**src/rtl/fifo_stream_pkg.sv**
```systemverilog
// Shared types for the FIFO streaming stages: skid-buffer occupancy encoding and depth.
package fifo_stream_pkg;

  typedef enum logic [1:0] {
    S_EMPTY = 2'd0,
    S_ONE   = 2'd1,
    S_TWO   = 2'd2
  } occ_state_t;

  localparam int unsigned SKID_DEPTH = 2;

endpackage

```
**src/rtl/fifo_drain_stage.sv**
```systemverilog
// Drains a shift-register FIFO into a registered valid/ready stream via a two-entry skid buffer.
// Pops are issued only when the FIFO is non-empty and a slot is guaranteed free.
module fifo_drain_stage
  import fifo_stream_pkg::*;
#(
  parameter int unsigned WIDTH = 8,
  parameter int unsigned CNT_W = 8
) (
  input  logic             clk,
  input  logic             rst_n,
  input  logic             drain_en,
  input  logic             fifo_empty,
  input  logic [WIDTH-1:0] fifo_data,
  output logic             fifo_pop,
  output logic             out_valid,
  input  logic             out_ready,
  output logic [WIDTH-1:0] out_data,
  output logic [CNT_W-1:0] out_cnt
);

  occ_state_t       state_q, state_d;
  logic [WIDTH-1:0] head_q, head_d;
  logic [WIDTH-1:0] tail_q, tail_d;
  logic [CNT_W-1:0] cnt_q, cnt_d;
  logic             pop;
  logic             deq;

  // Pop depends only on registered occupancy and FIFO status, never on out_ready.
  // Gating with rst_n keeps the strobe low while reset is held.
  assign pop       = rst_n & drain_en & ~fifo_empty & (state_q != S_TWO);
  assign out_valid = (state_q != S_EMPTY);
  assign deq       = out_valid & out_ready;

  assign fifo_pop  = pop;
  assign out_data  = head_q;
  assign out_cnt   = cnt_q;

  always_comb begin
    state_d = state_q;
    head_d  = head_q;
    tail_d  = tail_q;
    cnt_d   = cnt_q;

    if (deq) begin
      cnt_d = cnt_q + CNT_W'(1);
    end

    unique case (state_q)
      S_EMPTY: begin
        if (pop) begin
          state_d = S_ONE;
          head_d  = fifo_data;
        end
      end
      S_ONE: begin
        if (pop && deq) begin
          head_d = fifo_data;
        end else if (pop) begin
          state_d = S_TWO;
          tail_d  = fifo_data;
        end else if (deq) begin
          state_d = S_EMPTY;
        end
      end
      S_TWO: begin
        if (deq) begin
          state_d = S_ONE;
          head_d  = tail_q;
        end
      end
      default: begin
        state_d = S_EMPTY;
      end
    endcase
  end

  always_ff @(posedge clk or negedge rst_n) begin
    if (!rst_n) begin
      state_q <= S_EMPTY;
      head_q  <= '0;
      tail_q  <= '0;
      cnt_q   <= '0;
    end else begin
      state_q <= state_d;
      head_q  <= head_d;
      tail_q  <= tail_d;
      cnt_q   <= cnt_d;
    end
  end

endmodule

```
**config.mk**
```make
export PLATFORM = sky130hd
export DESIGN_NAME = fifo_drain_stage
export DESIGN_NICKNAME = d
export VERILOG_FILES = /design/src/rtl/fifo_stream_pkg.sv /design/src/rtl/fifo_drain_stage.sv
export SDC_FILE = /design/constraint.sdc
export NUM_CORES = 1
export LEC_CHECK = 0
export CORE_ASPECT_RATIO = 0.6
export CORE_MARGIN = 2
export CORE_UTILIZATION = 51
export DETAILED_ROUTE_END_ITERATION = 10
export GPL_TIMING_DRIVEN = 0
export MAX_ROUTING_LAYER = met4
export PLACE_DENSITY_LB_ADDON = 0.3
export RECOVER_POWER = 50
export SETUP_SLACK_MARGIN = 0.4
export SYNTH_ARGS = -nofsm -noshare
export SYNTH_HDL_FRONTEND = slang
export SYNTH_SLANG_ARGS = --single-unit
export TNS_END_PERCENT = 10
```
**constraint.sdc**
```tcl
create_clock -name clk -period 2.7 [get_ports clk]
set_input_delay 0.405 -clock clk [delete_from_list [all_inputs] [get_ports clk]]
set_output_delay 0.405 -clock clk [all_outputs]
set_load 0.02 [all_outputs]
```
### Word level (Yosys, flattened, before mapping)

Index checks and enable logic that the tools add are counted.

* $add $sub $neg: 1
* $mul: 0
* div/mod/pow operators: 0
* order comparisons: 0
* eq/ne operators: 8
* shifts and indexed selects: 0
* muxes and demuxes: 10
* bitwise logic cells: 6
* reduce and logical (&&, ||, !) cells: 7

Operators with widths (number)
* $mux 8: 3
* $pmux 8 s3: 1
* $mux 2: 5
* $ne 2x2->1 const B: 5
* $add 8x1->8 const B: 1
* $reduce_and 4->1: 2
* $pmux 2 s3: 1
* $and 1x1->1: 4
* $ne 3x3->1 const B: 1
* $reduce_and 3->1: 1
* $reduce_bool 3->1: 1
* $eq 2x1->1 const B: 1
* $eq 2x2->1 const B: 1
* $logic_not 2->1: 1
* $not 1->1: 2
* $reduce_bool 2->1: 1
* $logic_and 1x1->1: 1

* register bits after elaboration: 26
* bits in latches: 0
* bits in writable memories: 0
* bits in read-only memories: 0
* bits of input ports: 13
* output and inout bits: 18
* logic and storage cells: 36
* memories: 0

### Longest topological paths before layout

Gate-level depths: netlist of the first run.

* depth after elaboration: 6
* gate-level depth with buffers: 5
* depth with buffers taken out: 4

### Least setup slack after synthesis of the first run

No wires, ideal clock.

* path kind: in2reg
* from: input fifo_empty
* to: register tail_q[0]
* setup time: 0.125 ns
* arrival time: 1.499 ns
* setup slack: 1.076 ns
* cell stages on the path: 4
* path through: nand3b_1 or3b_1 buf_6 mux2_4

* word-level cells in the longest chain between the ends: 6

Ends and longest elaborated chain
* start: declaration: RTL line fifo_drain_stage.sv:12 `input logic fifo_empty,`
* $not 1->1 (*): RTL line fifo_drain_stage.sv:30 `assign pop = rst_n & drain_en & ~fifo_empty & (state_q != S_TWO);`
* $and 1x1->1 (*) (2 in a row): RTL line fifo_drain_stage.sv:30
* $logic_and 1x1->1: RTL line fifo_drain_stage.sv:56 `if (pop && deq) begin`
* $not 1->1 (no source line)
* $reduce_and 3->1 (no source line) (*)
* end signal: assignment: RTL line fifo_drain_stage.sv:86 `tail_q <= tail_d;`
* end: declaration: RTL line fifo_drain_stage.sv:23 `logic [WIDTH-1:0] tail_q, tail_d;`

Mark *: on every way between the ends. The rest lies on a longest branch, timed or not.
A chain may end at the register's enable or synchronous reset.

### Final worst setup path of the first run

* from: register state_q[1]
* to: output fifo_pop

* word-level cells in the longest chain between the ends: 2

Ends and longest elaborated chain
* start: declaration: RTL line fifo_drain_stage.sv:21 `occ_state_t state_q, state_d;`
* start signal: assignment: RTL line fifo_drain_stage.sv:84 `state_q <= state_d;`
* $ne 2x2->1: RTL line fifo_drain_stage.sv:30
* $and 1x1->1: RTL line fifo_drain_stage.sv:30
* end: declaration: RTL line fifo_drain_stage.sv:14 `output logic fifo_pop,`

No other way between the ends.

==> key figures, run 1 <==
Outcome
  • Outcome: finished clean

Floorplanning
  • DIE AREA: 2830 µm²
  • Die Y: 42 µm
  • IO Pins: 31
  • Core area: 2230 µm²
  • Initial Utilization: 0.551
  • Row count: 13
  • Die X: 67.3 µm

Synth
  • Area leader, netlist: dfrtp_1
  • Gate Count Post-Synth: 91
  • Synth top area cells: dfrtp_1 (53%), mux2_2 (15%), mux2_4 (9.8%), xnor2_1 (2.9%), nand2_1 (2.1%)
  • #FFs+latches synth: 26
  • Syn_nets: 105
  • Area fraction of the dominant cell type after synthesis: 0.530
  • Syn Area/Cell: 13.5 µm²
  • Sequential share of the synthesized area: 0.530
  • Cell area after synthesis: 1230 µm²
  • Synth warnings: 0
  • Distinct cells, synth: 26

Clocking
  • H-Tree Depth: 1
  • Worst-Skew Late Latency: 0.27 ns
  • Maximum clock path buffer count: 2
  • CTS clk-pin slew, worst paths: 0.09 ns
  • Hold-fix buffers, CTS: 0
  • TritonCTS clock tree: done
  • Total CTS buffers: 3
  • Root Buffer: clkbuf_8
  • # clock sinks: 26
  • Post-CTS Setup Repair Bufs: 0

Worst setup path
  • Top delay family on crit path: buffers and inverters
  • Critical Path End Type: output pin
  • CP max stage delay: 0.34 ns
  • Req. time, crit path: 2.30 ns
  • WS Path Type: reg2out
  • Arrival time worst endpoint: 1.79 ns
  • CP cell instances: clkbuf_1 > nor2b_1 > buf_2 > nor2_1 > dlygate4sd2_1
  • Buf/Inv on CP: 3
  • Crit-path max FO: 10
  • Slowest cell on crit path: clkbuf_1
  • Startpoint Class: register

Power
  • PD cells: 811 nW/µm²
  • Peak VDD IR: 0.000539 V
  • Tot Pwr: 1.32 mW
  • Static Leak: 0.736 nW

Routing
  • Antenna-violating nets left: 0
  • Avg Vias per Cell: 5.21
  • Routed WL: 2330 µm
  • Pre-Repair DR Iteration Count: 4
  • # DRC: 0
  • Wire per inst: 15.0 µm
  • Starting DRT DRC Count: 60
  • Vias: 808

STA
  • Clk_skew: 0.00652 ns
  • Fin crit period: 2.19 ns
  • Slew Limit Fails: 0
  • Final period utilization: 0.812
  • Least-Margin Pin Slew: 0.751 ns
  • Slew HR: 0.494
  • Final Hold Fails: 0
  • RSZ-0062 raised after global routing: false
  • Setup Viol. Count Final: 0
  • Max Freq: 0.456 GHz

Placed design
  • Post-DP Area: 1570 µm²
  • Final HPWL DP: 1710 µm
  • IO buf count: 30
  • Final GP Congestion: 0.782

GRT
  • First-pass GRT wire length: 3830 µm
  • Vias in the first global route: 794
  • Antenna violations before repair: 0
  • Remaining global-route overflow: 0
  • Total GRT Usage: 0.192
  • Largest net degree at the start of global routing: 28

Flow run
  • Max Cap Violations: 0

Finish
  • Fill cells: 146
  • # nets final: 140
  • Area growth, synth to finish: 32.8%
  • Register area: 651 µm²
  • Final Instance Area: 1630 µm²
  • Ant. Diodes: 0
  • Layout cells sized above 1: 0.264
  • Commonest cells after routing, fill and taps aside: clkdlybuf4s50_1 (26), dfrtp_1 (26), mux2_2 (16), mux2_4 (8), nand2_1 (7)
  • Area taken by multi-input logic gates: 547 µm²

Hold path
  • Hold crit path type: in2async
layout make-up:
class                      instances  area share
sequential                        26       0.399
clock buffer                       3      0.0253
timing repair buffer              30       0.182
multi-input combinational         60       0.335
clock inverter                     1      0.0184
buffer                             3      0.0123
inverter                           2     0.00460
tap                               30      0.0230
synth_stat cells, drive strengths merged:
cell and number:
and2b 1, o21ai 2, nor2b 1, xor2 3, mux2 24, mux2i 1, or3b 1, or2 1
o21a 2, nor2 2, nor3 2, nand3b 2, nand3 2, nand2 7, buf 3, o31ai 1
xnor2 4, dfrtp 26, nor4 1, nand4 1, ha 1, o22ai 1, inv 2
per-layer routing:
layer  routed length [µm]  up-vias  global-route usage
li1                     -      385                   -
met1                 1090      399               0.248
met2                 1120       22               0.297
met3                  118        2              0.0645
met4                    6        0              0.0367
met5                    0        -                   -
path summary, 6_finish.rpt:
kind,slack [ns],end,start,depth (start not counted)
setup / recovery,0.51,fifo_pop,state_q[1],5
hold / removal,0.02,out_cnt[0],rst_n,1
setup reg to reg,0.84,out_data[2],state_q[1],5
hold reg to reg,0.48,out_cnt[7],out_cnt[7],1
max in group asynchronous,2.42,out_data[7],rst_n,1
min in group clk,0.48,out_cnt[7],out_cnt[7],1
flip-flops by register name, indices dropped and copies added (netlist names):
name	cells
state_q	2
out_cnt	8
tail_q	8
out_data	8
worst reg2reg max path: stages (launching register included):
cell,delay [ns]
dfrtp_1,0.33
clkbuf_1,0.34
nor2b_1,0.18
buf_2,0.26
mux2_2,0.36
mux2_2,0.27
repair_timing:
action                                  CTS  global route
endpoints found under the setup margin   19             0
resized for setup                         7             0
hold endpoints to repair                  0             0
through the flow:
step	cells	utilization	TNS, ns	worst slack, ns	hold slack (ns)
3_5_place_dp	151	0.702	-11.37	-0.744	0.471
4_1_cts	155	0.733	0	0.605	0.0292
2_1_floorplan	91	-	0	1.08	0.109
3_3_place_gp	151	0.702	-10.39	-0.712	0.457
6_report	155	0.732	0	0.508	0.0225
5_1_grt	155	0.732	0	0.401	0.0358
where the power goes:
group | switching (mW) | total (mW) | internal, mW
combinational | 0.185 | 0.428 | 0.243
clock | 0.122 | 0.320 | 0.198
sequential | 0.0807 | 0.573 | 0.492
total | 0.388 | 1.32 | 0.934
logic make-up (layout without fill, tap and decap cells):
group | after synthesis | after routing | synth area share
adders and majority gates | 1 | 1 | 0.0102
buffers and inverters | 5 | 39 | 0.0234
and+or+nand+nor | 21 | 21 | 0.0907
muxes | 25 | 25 | 0.253
xor gates and xnor gates | 7 | 7 | 0.0500
AOI/OAI and AO/OA | 6 | 6 | 0.0428
DFF | 26 | 26 | 0.530
Note: power is estimated with default switching activity, not from simulation.
==> run 2, diff against run 1 <==
CORE_UTILIZATION = 48   (was 51)
clock period = 2.2 ns   (was 2.7 ns; I/O delays follow)
==> run 2 against run 1 <==
Net effect: cell area increased by 1.5%; combinational power increased by 24%; clock power decreased by 6%; largest power group unchanged; critical path type is now in2reg; die area increased by 5.8%; hold slack improved by 0.46 ns.
==> key figures, run 2 (same netlist as run 1, synthesis figures left out) <==
Worst setup path
  • CP max stage delay: 0.53 ns
  • Critical path origin: fifo_empty
  • Critical R2R Launch: state_q[0]
  • CP cell instances: dlygate4sd3_1 > nand3b_1 > or3b_1 > buf_6 > mux2_4
  • Critical Path End Type: register
  • Crit-path max FO: 9
  • Slowest cell on crit path: dlygate4sd3_1
  • Startpoint Class: primary input
  • WS Path Type: in2reg
  • Req. time, crit path: 2.35 ns
  • Arrival time worst endpoint: 2.05 ns

Floorplanning
  • IO Pins: 31
  • Row count: 14
  • Die X: 69.3 µm
  • Core area: 2470 µm²
  • Die Y: 43.2 µm
  • DIE AREA: 2990 µm²
  • Initial Utilization: 0.497

Outcome
  • Outcome: finished clean

Routing
  • # DRC: 0
  • Starting DRT DRC Count: 51
  • Wire per inst: 13.9 µm
  • Pre-Repair DR Iteration Count: 4
  • Antenna-violating nets left: 0
  • Routed WL: 2230 µm
  • Avg Vias per Cell: 5.09
  • Vias: 815

Hold path
  • Hold crit path type: reg2reg
  • Launch point of the worst hold path: out_cnt[7]

Finish
  • Layout cells sized above 1: 0.281
  • Area growth, synth to finish: 34.9%
  • Most common library cell in the layout ignoring fill and taps: dfrtp_1
  • Core Util, Final: 0.670
  • Commonest cells after routing, fill and taps aside: dfrtp_1 (26), clkdlybuf4s50_1 (25), mux2_2 (16), mux2_4 (8), nand2_1 (7)
  • Ant. Diodes: 0
  • # nets final: 143
  • Fill cells: 183
  • Layout Cells excl Fill: 160
  • Final Instance Area: 1660 µm²

STA
  • RSZ-0062 raised after global routing: true
  • Least-Margin Pin Slew: 1.31 ns
  • Max Freq: 0.528 GHz
  • Slew Limit Fails: 0
  • Slew HR: 0.127
  • Final Hold Fails: 0
  • Setup Viol. Count Final: 0
  • Clk_skew: 0.00579 ns
  • Fin crit period: 1.90 ns
  • Final period utilization: 0.861

Power
  • Internal Power: 1.07 mW
  • Net switching power: 0.468 mW
  • Switching Fraction: 0.305
  • Sequential power share: 0.457
  • Peak VDD IR: 0.000567 V
  • Comb power frac: 0.346
  • Tot Pwr: 1.54 mW
  • Static Leak: 0.746 nW
  • Clock power share: 0.196
  • PD cells: 928 nW/µm²

Placed design
  • Post-DP Area: 1570 µm²
  • IO buf count: 30
  • Cells after DPL: 153
  • Final GP Congestion: 0.783
  • Final HPWL DP: 1530 µm

GRT
  • Vias in the first global route: 799
  • Remaining global-route overflow: 0
  • First-pass GRT wire length: 3810 µm
  • Largest net degree at the start of global routing: 27
  • Antenna violations before repair: 0
  • Total GRT Usage: 0.173

Clocking
  • Maximum clock path buffer count: 2
  • Root Buffer: clkbuf_8
  • # clock sinks: 26
  • H-Tree Depth: 1
  • CTS clk-pin slew, worst paths: 0.09 ns
  • Total CTS buffers: 3
  • Worst-Skew Late Latency: 0.27 ns
  • TritonCTS clock tree: done

Flow run
  • Max Cap Violations: 0
-- run 2: what timing repair did --
| action | in CTS | in global routing |
|---|---|---|
| pin swaps | 1 | 0 |
| setup buffers | 1 | 0 |
| hold endpoints to repair | 26 | 1 |
| endpoints found under the setup margin | 20 | 2 |
| hold buffers | 1 | 1 |
| gates resized for setup | 9 | 9 |
-- run 2: per-layer routing --
layer / global-route usage / wire length, µm / vias up
met5: - / 0 / -
met4: 0.0118 / 0 / 0
met3: 0.0618 / 105 / 0
met2: 0.235 / 952 / 22
met1: 0.258 / 1170 / 397
li1: - / - / 396
-- run 2: per-stage QoR --
step | setup TNS (ns) | hold WS [ns] | setup WS (ns)
after global placement | -17.94 | 0.458 | -1.04
final | 0 | 0.480 | 0.305
after floorplan | 0 | 0.0344 | 0.651
after global routing | 0 | 0.518 | 0.268
after detailed placement | -18.59 | 0.466 | -1.06
after CTS | 0 | 0.00949 | 0.257
-- run 2: critical path: cells and delay by family --
kind,cells,cell delay (ns)
buf+inv,2,0.69
mux,1,0.30
simple gates,2,0.73
-- run 2: cell type report --
cell class	count	area, µm²	area share
Buffer	3	30.0	0.0181
Clock buffer	4	55.1	0.0333
Sequential cell	26	651	0.393
Multi-Input combinational cell	60	548	0.331
Tap cell	32	40.0	0.0242
Timing Repair Buffer	33	324	0.196
Inverter	2	7.51	0.00454
-- run 2: power by group through the flow --
stage	clock, mW	combinational, mW	sequential [mW]
6_report	0.301	0.532	0.703
5_1_grt	0.336	0.565	0.721
4_1_cts	0.311	0.538	0.702
3_5_place_dp	0	0.530	0.708
3_3_place_gp	0	0.520	0.703
2_1_floorplan	0	0.195	0.795
-- run 2: final timing paths --
path	endpoint	slack, ns	cells after the start
max	tail_q[3]	0.30	5
min	out_cnt[7]	0.48	1
max reg2reg	tail_q[3]	0.59	4
min reg2reg	out_cnt[7]	0.48	1
max in group asynchronous	out_cnt[3]	0.52	3
min in group asynchronous	tail_q[5]	0.55	2
